[src/rtl/uart_pkg.sv]
// Shared types and defaults for the UART transmit-side blocks.
// Line locking in uart_tx_arbiter is enabled by UART_TX_ARB_LINE_LOCK_EN.
package uart_pkg;

  typedef enum logic [0:0] {
    StIdle,
    StLocked
  } arb_state_t;

  localparam logic [7:0] UART_EOL = 8'h0A;
  localparam int unsigned UART_LOCK_TIMEOUT = 1023;

endpackage

[src/rtl/rr_picker.sv]
// Combinational round-robin picker: first asserted request after last_grant, wrapping.
module rr_picker #(
  parameter int unsigned N = 2
) (
  input  logic [N-1:0]         req,
  input  logic [$clog2(N)-1:0] last_grant,
  output logic                 any,
  output logic [$clog2(N)-1:0] pick
);

  localparam int unsigned IdW = $clog2(N);

  int unsigned idx;

  always_comb begin
    any  = 1'b0;
    pick = '0;
    idx  = 0;
    for (int unsigned i = 1; i <= N; i++) begin
      idx = (int'(last_grant) + i) % N;
      if (!any && req[idx]) begin
        any  = 1'b1;
        pick = IdW'(idx);
      end
    end
  end

endmodule

[src/rtl/uart_tx_arbiter.sv]
// Round-robin arbiter sharing the UART transmit write port among NUM_REQ byte producers.
// Define UART_TX_ARB_LINE_LOCK_EN to hold the port for one requester until it sends EOL_BYTE.
module uart_tx_arbiter
  import uart_pkg::*;
#(
  parameter int unsigned NUM_REQ      = 2,
  parameter int unsigned LOCK_TIMEOUT = UART_LOCK_TIMEOUT,
  parameter logic [7:0]  EOL_BYTE     = UART_EOL
) (
  input  logic                       cpu_clk,
  input  logic                       rst_n,
  input  logic [NUM_REQ-1:0]         req_valid,
  input  logic [8*NUM_REQ-1:0]       req_data,
  output logic [NUM_REQ-1:0]         req_ready,
  output logic                       uart_w_enable,
  output logic [7:0]                 uart_w_data,
  input  logic                       uart_w_ready,
  output logic [$clog2(NUM_REQ)-1:0] grant_id,
  output logic                       locked
);

  localparam int unsigned IdW = $clog2(NUM_REQ);

  if (NUM_REQ < 2 || NUM_REQ > 8 || LOCK_TIMEOUT < 1 || $bits(EOL_BYTE) != 8) begin : g_bad_cfg
    $error("uart_tx_arbiter: illegal parameter combination");
  end

  logic           r_out_valid;
  logic [7:0]     r_out_data;
  logic [IdW-1:0] r_last_grant;

  logic           w_can_load;
  logic           w_any;
  logic [IdW-1:0] w_pick;
  logic [IdW-1:0] w_sel;
  logic [IdW-1:0] w_owner;
  logic           w_is_locked;
  logic           w_load;
  logic [7:0]     w_byte;

  rr_picker #(
    .N (NUM_REQ)
  ) u_picker (
    .req        (req_valid),
    .last_grant (r_last_grant),
    .any        (w_any),
    .pick       (w_pick)
  );

  assign w_can_load = !r_out_valid || uart_w_ready;

  always_comb begin
    req_ready = '0;
    w_sel     = w_pick;
    if (w_is_locked) begin
      // Owner keeps the port even while idle; everyone else stalls.
      w_sel              = w_owner;
      req_ready[w_owner] = w_can_load && req_valid[w_owner];
    end else if (w_any) begin
      req_ready[w_pick] = w_can_load;
    end
    if (!rst_n) req_ready = '0;
  end

  assign w_load = |(req_valid & req_ready);

  always_comb begin
    w_byte = '0;
    for (int i = 0; i < int'(NUM_REQ); i++) begin
      if (w_sel == IdW'(i)) w_byte = req_data[8*i +: 8];
    end
  end

  always_ff @(posedge cpu_clk) begin
    if (!rst_n) begin
      r_out_valid  <= 1'b0;
      r_out_data   <= '0;
      r_last_grant <= IdW'(NUM_REQ - 1);
    end else if (w_load) begin
      r_out_valid  <= 1'b1;
      r_out_data   <= w_byte;
      r_last_grant <= w_sel;
    end else if (r_out_valid && uart_w_ready) begin
      r_out_valid <= 1'b0;
    end
  end

  assign uart_w_enable = r_out_valid;
  assign uart_w_data   = r_out_data;
  assign grant_id      = r_last_grant;

`ifdef UART_TX_ARB_LINE_LOCK_EN
  localparam int unsigned CntW = $clog2(LOCK_TIMEOUT + 1);

  arb_state_t      r_state, w_state_nxt;
  logic [IdW-1:0]  r_owner, w_owner_nxt;
  logic [CntW-1:0] r_cnt, w_cnt_nxt;

  always_ff @(posedge cpu_clk) begin
    if (!rst_n) begin
      r_state <= StIdle;
      r_owner <= '0;
      r_cnt   <= '0;
    end else begin
      r_state <= w_state_nxt;
      r_owner <= w_owner_nxt;
      r_cnt   <= w_cnt_nxt;
    end
  end

  always_comb begin
    w_state_nxt = r_state;
    w_owner_nxt = r_owner;
    w_cnt_nxt   = r_cnt;
    unique case (r_state)
      StIdle: begin
        if (w_load && w_byte != EOL_BYTE) begin
          w_state_nxt = StLocked;
          w_owner_nxt = w_sel;
          w_cnt_nxt   = '0;
        end
      end
      StLocked: begin
        if (w_load) begin
          if (w_byte == EOL_BYTE) w_state_nxt = StIdle;
          else                    w_cnt_nxt   = '0;
        end else if (r_cnt == CntW'(LOCK_TIMEOUT)) begin
          w_state_nxt = StIdle;
        end else begin
          w_cnt_nxt = r_cnt + 1'b1;
        end
      end
      default: w_state_nxt = StIdle;
    endcase
  end

  assign w_is_locked = (r_state == StLocked);
  assign w_owner     = r_owner;
`else
  assign w_is_locked = 1'b0;
  assign w_owner     = '0;
`endif

  assign locked = w_is_locked;

endmodule

[config.mk]
export PLATFORM = sky130hd
export DESIGN_NAME = uart_tx_arbiter
export DESIGN_NICKNAME = d
export VERILOG_FILES = /design/src/rtl/uart_pkg.sv /design/src/rtl/rr_picker.sv /design/src/rtl/uart_tx_arbiter.sv
export SDC_FILE = /design/constraint.sdc
export NUM_CORES = 1
export LEC_CHECK = 0
export BUFFER_PORTS_ARGS = -buffer_cell sky130_fd_sc_hd__buf_2
export CORE_MARGIN = 2
export CORE_UTILIZATION = 36
export DETAILED_ROUTE_END_ITERATION = 6
export GPL_TIMING_DRIVEN = 1
export HOLD_SLACK_MARGIN = 0.05
export PLACE_DENSITY = 0.69
export RECOVER_POWER = 100
export SETUP_SLACK_MARGIN = 0.2
export SYNTH_ARGS = -nofsm -noshare
export SYNTH_HDL_FRONTEND = slang
export SYNTH_SLANG_ARGS = --single-unit
export TNS_END_PERCENT = 1
[constraint.sdc]
create_clock -name cpu_clk -period 1.3 [get_ports cpu_clk]
set_input_delay 0.26 -clock cpu_clk [delete_from_list [all_inputs] [get_ports cpu_clk]]
set_output_delay 0.26 -clock cpu_clk [all_outputs]
set_load 0.03 [all_outputs]
# ---- Word level (Yosys, flattened, before mapping)
# Index checks and enable logic that the tools add are counted.
dict set report word_totals {
  register_bits 10
  out_inout_bits 13
  wordCells 34
}
dict set report classes {
  add_sub_neg 2
  magnitude_cmp 4
  muxes 15
  bitwise_logic 2
  reduce_logical 8
}
# op count
set ops {}
lappend ops {{1-bit 2-to-1 mux} 11}
lappend ops {{8-bit 2-to-1 mux} 1}
lappend ops {{1-bit by 2-bit less-than comparator with 1-bit output, second input constant} 3}
lappend ops {{2-bit bitwise AND} 2}
lappend ops {{2-bit 2-to-1 mux} 2}
lappend ops {{1-bit logical AND} 3}
lappend ops {{1-bit adder, second input constant} 2}
lappend ops {{1-bit logical NOT} 2}
lappend ops {{2-bit nonzero test} 1}
lappend ops {{2-bit OR reduction} 1}
lappend ops {{1-bit demux with 1-bit select} 1}
lappend ops {{1-bit greater-or-equal comparator, second input constant} 1}
lappend ops {{1-bit logical OR} 1}

# ---- Depth between registers and ports, before layout
dict set report logic_depth {
  word_depth 17
  mapped_depth 4
  mapped_depth_nobuf 3
}

# ---- Modules after synthesis
# Synthesis repeated with hierarchy kept, for this count alone.
dict set report hier_totals {
  hier_cells 54
  area_unflattened_um2 523.0
}
# module instances cells_each area_each_um2
set by_module_without_submodules {}
lappend by_module_without_submodules {uart_tx_arbiter 1 52 509.2}
lappend by_module_without_submodules {rr_picker 1 2 13.8}

# ---- Worst setup path after synthesis
# OpenSTA, ideal clock, no wires.
dict set report synth_path {
  path_kind {reg-to-output}
  from {reg r_last_grant, in the netlist grant_id}
  to {out req_ready[0]}
  arrival_ns 1.169
  path_slack_ns -0.129
  stages_incl_launch_ff 4
  cell_sequence {dfxtp_1 > nand2b_1 > buf_6 > and4_1}
}
dict set report synth_between {
  elab_chain_len 14
}
# element line
set synth_lines {}
lappend synth_lines {{from (decl)} uart_tx_arbiter.sv:30} ;# logic [IdW-1:0] r_last_grant;
lappend synth_lines {{from (signal assigned)} uart_tx_arbiter.sv:78} ;# r_last_grant <= IdW'(NUM_REQ - 1);
lappend synth_lines {{from (signal assigned)} uart_tx_arbiter.sv:82} ;# r_last_grant <= w_sel;
lappend synth_lines {{1-bit adder} rr_picker.sv:20} ;# idx = (int'(last_grant) + i) % N;
lappend synth_lines {{1-bit 2-to-1 mux (implied by the code) (2 in a row)} rr_picker.sv:21} ;# if (!any && req[idx]) begin
lappend synth_lines {{1-bit 2-to-1 mux} rr_picker.sv:21}
lappend synth_lines {{1-bit logical NOT} rr_picker.sv:21}
lappend synth_lines {{1-bit logical AND} rr_picker.sv:21}
lappend synth_lines {{1-bit 2-to-1 mux} rr_picker.sv:21}
lappend synth_lines {{1-bit by 2-bit less-than comparator with 1-bit output (implied by the code) or 1-bit greater-or-equal comparator (tied branches)} uart_tx_arbiter.sv:60} ;# req_ready[w_pick] = w_can_load;
lappend synth_lines {{1-bit logical AND (implied by the code)} uart_tx_arbiter.sv:60}
lappend synth_lines {{1-bit 2-to-1 mux (implied by the code)} uart_tx_arbiter.sv:60}
lappend synth_lines {{1-bit demux with 1-bit select} uart_tx_arbiter.sv:60}
lappend synth_lines {{2-bit bitwise AND (no source line)} n/a}
lappend synth_lines {{2-bit 2-to-1 mux (*)} uart_tx_arbiter.sv:59} ;# end else if (w_any) begin
lappend synth_lines {{2-bit 2-to-1 mux (*)} uart_tx_arbiter.sv:62} ;# if (!rst_n) req_ready = '0;
lappend synth_lines {{to (decl)} uart_tx_arbiter.sv:14} ;# output logic [NUM_REQ-1:0] req_ready,
# Every way passes the cells marked *; elsewhere a longest branch is shown, timed or not. The select of a mux whose other input is x is not followed.

# ---- Worst setup path in the final report
# Same ends and word-level chain as after synthesis.

==> reports/qor.csv <==
stage,metric,value,unit
power,power_density,1100,mW/mm2
synth,async_flop_share,0,%
detailed_routing,wl_per_cell,14.9,um
floorplan,core.rowCount,14,
timing,setup_ws,-0.0327,ns
timing,fin_crit_sh,103,%
placed_design,gp_congestion,0.766,
power,netSwitchingPower,0.289,mW
clocking,numCtsBuffers,3,
floorplan,core_area,0.00147,mm2
power,clockPowerShare,32.0,%
status,status,"complete, but fails checks",
worst_setup_path,arrival,1.07,ns
floorplan,ios,34,
power,intPower,0.618,mW
detailed_routing,first_pass_iters,4,
synth,syn-cell-area,556,um2
synth,yosys_register_bits,10,
final_layout,fill_cells,150,
final_layout,syn2layout_area_growth,48.0,%
global_route,grt-ovfl-total,0,
min_path,hold_path.class,in2reg,
detailed_routing,viasPerCell,5.89,
clocking,clkSlewWorstSetupHoldPaths,0.07,ns
clocking,cts_tree,built,
timing,fin_skew,0.000371,ns
synth,synth.most_common_cell,nand4b_1,
global_route,antenna_found_initial,0,
final_layout,seqCellArea,204,um2
global_route,grt_max_degree,12,
detailed_routing,vias,630,
clocking,clk_latency,0.26,ns
global_route,grt_pass1_vias,567,
detailed_routing,postRouteAntennaNets,0,
power,p_leak,0.356,nW
floorplan,start_util,37.8,%
floorplan,die_h,43.3,um
final_layout,multi_input_area,325,um2
timing,setup_viol,2,
clocking,cts_max_path_buffers,2,
timing,clock.fmax,750,MHz
timing,drv_slew,0,
flow_run,max-cap-violations,0,
clocking,cts_sinks,10,
synth,synth_top_area_share,36.0,%
clocking,cts-root-buf,clkbuf_4,
timing,fin_crit,1.33,ns
global_route,grt_first_pass_wirelength,2.43,mm
synth,synth_edf_count,0,
floorplan,die_w,43.3,um
clocking,htreeDepth,1,
synth,ys_seq_area_share,36.0,%
global_route,gr-usage-all-layers,17.4,%
final_layout,n_antenna_cell,0,
power,p_comb_share,29.4,%
timing,rsz0062_at_grt,true,
worst_setup_path,endpoint_kind,output port,
final_layout,layout.cells.non_filler,107,
synth,synth_cell_type_count,17,
worst_setup_path,cp.required,1.04,ns
final_layout,fin_nets,113,
worst_setup_path,path_max_fanout,4,
synth,synth_area_leaders,"dfxtp_1 36%, nand4b_1 25%, o2111a_1 16%, buf_2 4.5%, and4_1 3.2%",
status,violations,setup timing,
synth,synthTopCellsByCount,"16 x nand4b_1, 10 x dfxtp_1, 8 x o2111a_1",
synth,synthesis.instances,53,
final_layout,drive_gt1_share,49.5,%
timing,setup_tns,-0.0373,ns
synth,synthesis.nets,74,
power,swShare,31.9,%
worst_setup_path,path_class,reg2out,
timing,hold_viol,0,
placed_design,dpl.cell_count,100,
synth,yosys_warnings,0,
placed_design,dp_slack,0.118,ns
synth,synth-main-ff-cell,dfxtp_1,
detailed_routing,drtIter0Drc,14,
detailed_routing,drc,0,
placed_design,portBuffers,32,
power,power_frac_seq,38.7,%
synth,syn_avg_cell_area,10.5,um2
worst_setup_path,worst_setup_path_start_kind,register,
clocking,holdBufCountCts,0,
placed_design,post-dp-hpwl,1.09,mm
power,ir_worst_vdd,591,uV
detailed_routing,drt_wl_total,1.59,mm
floorplan,dieArea,0.00187,mm2
synth,yosys.area.top_type,dfxtp_1,
critical path, stage by stage, from the launching register on:
cell and delay, ns:
dfxtp_4 0.36, nand2b_4 0.12, and4_4 0.21, buf_6 0.12
per-layer routing:
metal	vias up	track usage (%)	wire length, um
met1	300	21.2	660
met2	34	27.5	788
met4	0	10.3	42
li1	290	-	-
met5	-	0	0
met3	6	4.26	99
state kept, by name, indices dropped and copies added, names as in the netlist:
| name | cells |
|---|---|
| uart_w_data | 8 |
| grant_id | 1 |
| uart_w_enable | 1 |
power groups by stage:
stage | Combinational [mW] | Sequential (mW) | Clock, mW
after floorplan | 0.110 | 0.416 | 0
after global placement | 0.250 | 0.358 | 0
after detailed placement | 0.252 | 0.358 | 0
after CTS | 0.273 | 0.351 | 0.294
after global routing | 0.283 | 0.354 | 0.313
final | 0.266 | 0.351 | 0.290
cell type report:
cell class                 instances  area share, %
multi-input combinational         36           39.6
timing repair buffer              41           28.8
sequential                        10           24.8
clock buffer                       4           4.41
tap                               16           2.44
kinds of logic after synthesis:
kind of cell / share of synthesized area [%]
and+or+nand+nor: 34.7
DFF: 36.0
buffers and inverters: 7.88
other: 0.675
AOI/OAI and AO/OA: 20.7
metrics by stage:
stage / instance area (um2) / utilization [%] / hold WS [ns] / total power [mW]
global route: 822 / 55.9 / 0.239 / 0.950
global placement: 747 / 50.8 / 0.506 / 0.608
finish: 822 / 55.9 / 0.251 / 0.907
detailed placement: 747 / 50.8 / 0.515 / 0.611
floorplan: 568 / - / 0.504 / 0.527
CTS: 835 / 56.7 / 0.244 / 0.918
final timing paths:
kind	from	end	slack (ns)	depth (start not counted)
max	grant_id	req_ready[0]	-0.03	3
min reg2reg	uart_w_data[7]	uart_w_data[7]	0.54	1
max reg2reg	uart_w_enable	uart_w_data[2]	0.10	4
min	rst_n	grant_id	0.25	2
cell usage in the layout, fill, tap and decap left out:
| master | count |
|---|---|
| dfxtp_1 | 9 |
| a21boi_1 | 1 |
| a21oi_1 | 1 |
| buf_8 | 1 |
| clkbuf_8 | 1 |
| nand2b_4 | 2 |
| nand4b_1 | 16 |
| clkbuf_1 | 7 |
| clkbuf_4 | 3 |
| and3_2 | 1 |
| nor2_1 | 1 |
| clkbuf_2 | 3 |
| buf_2 | 21 |
| o21a_2 | 1 |
| nand2_1 | 1 |
| buf_6 | 2 |
| buf_4 | 7 |
| o21ai_1 | 1 |
| o2111a_1 | 8 |
| dfxtp_4 | 1 |
| conb_1 | 1 |
| and4_4 | 2 |
timing repair:
item / CTS / global route
endpoints found under the hold margin: 0 / 0
gates cloned: 0 / 0
buffers inserted: 3 / 0
resized for setup: 8 / 5
setup endpoints to repair: 2 / 15
pin swaps: 0 / 1
No activity file was read; power rests on OpenSTA's default activity.
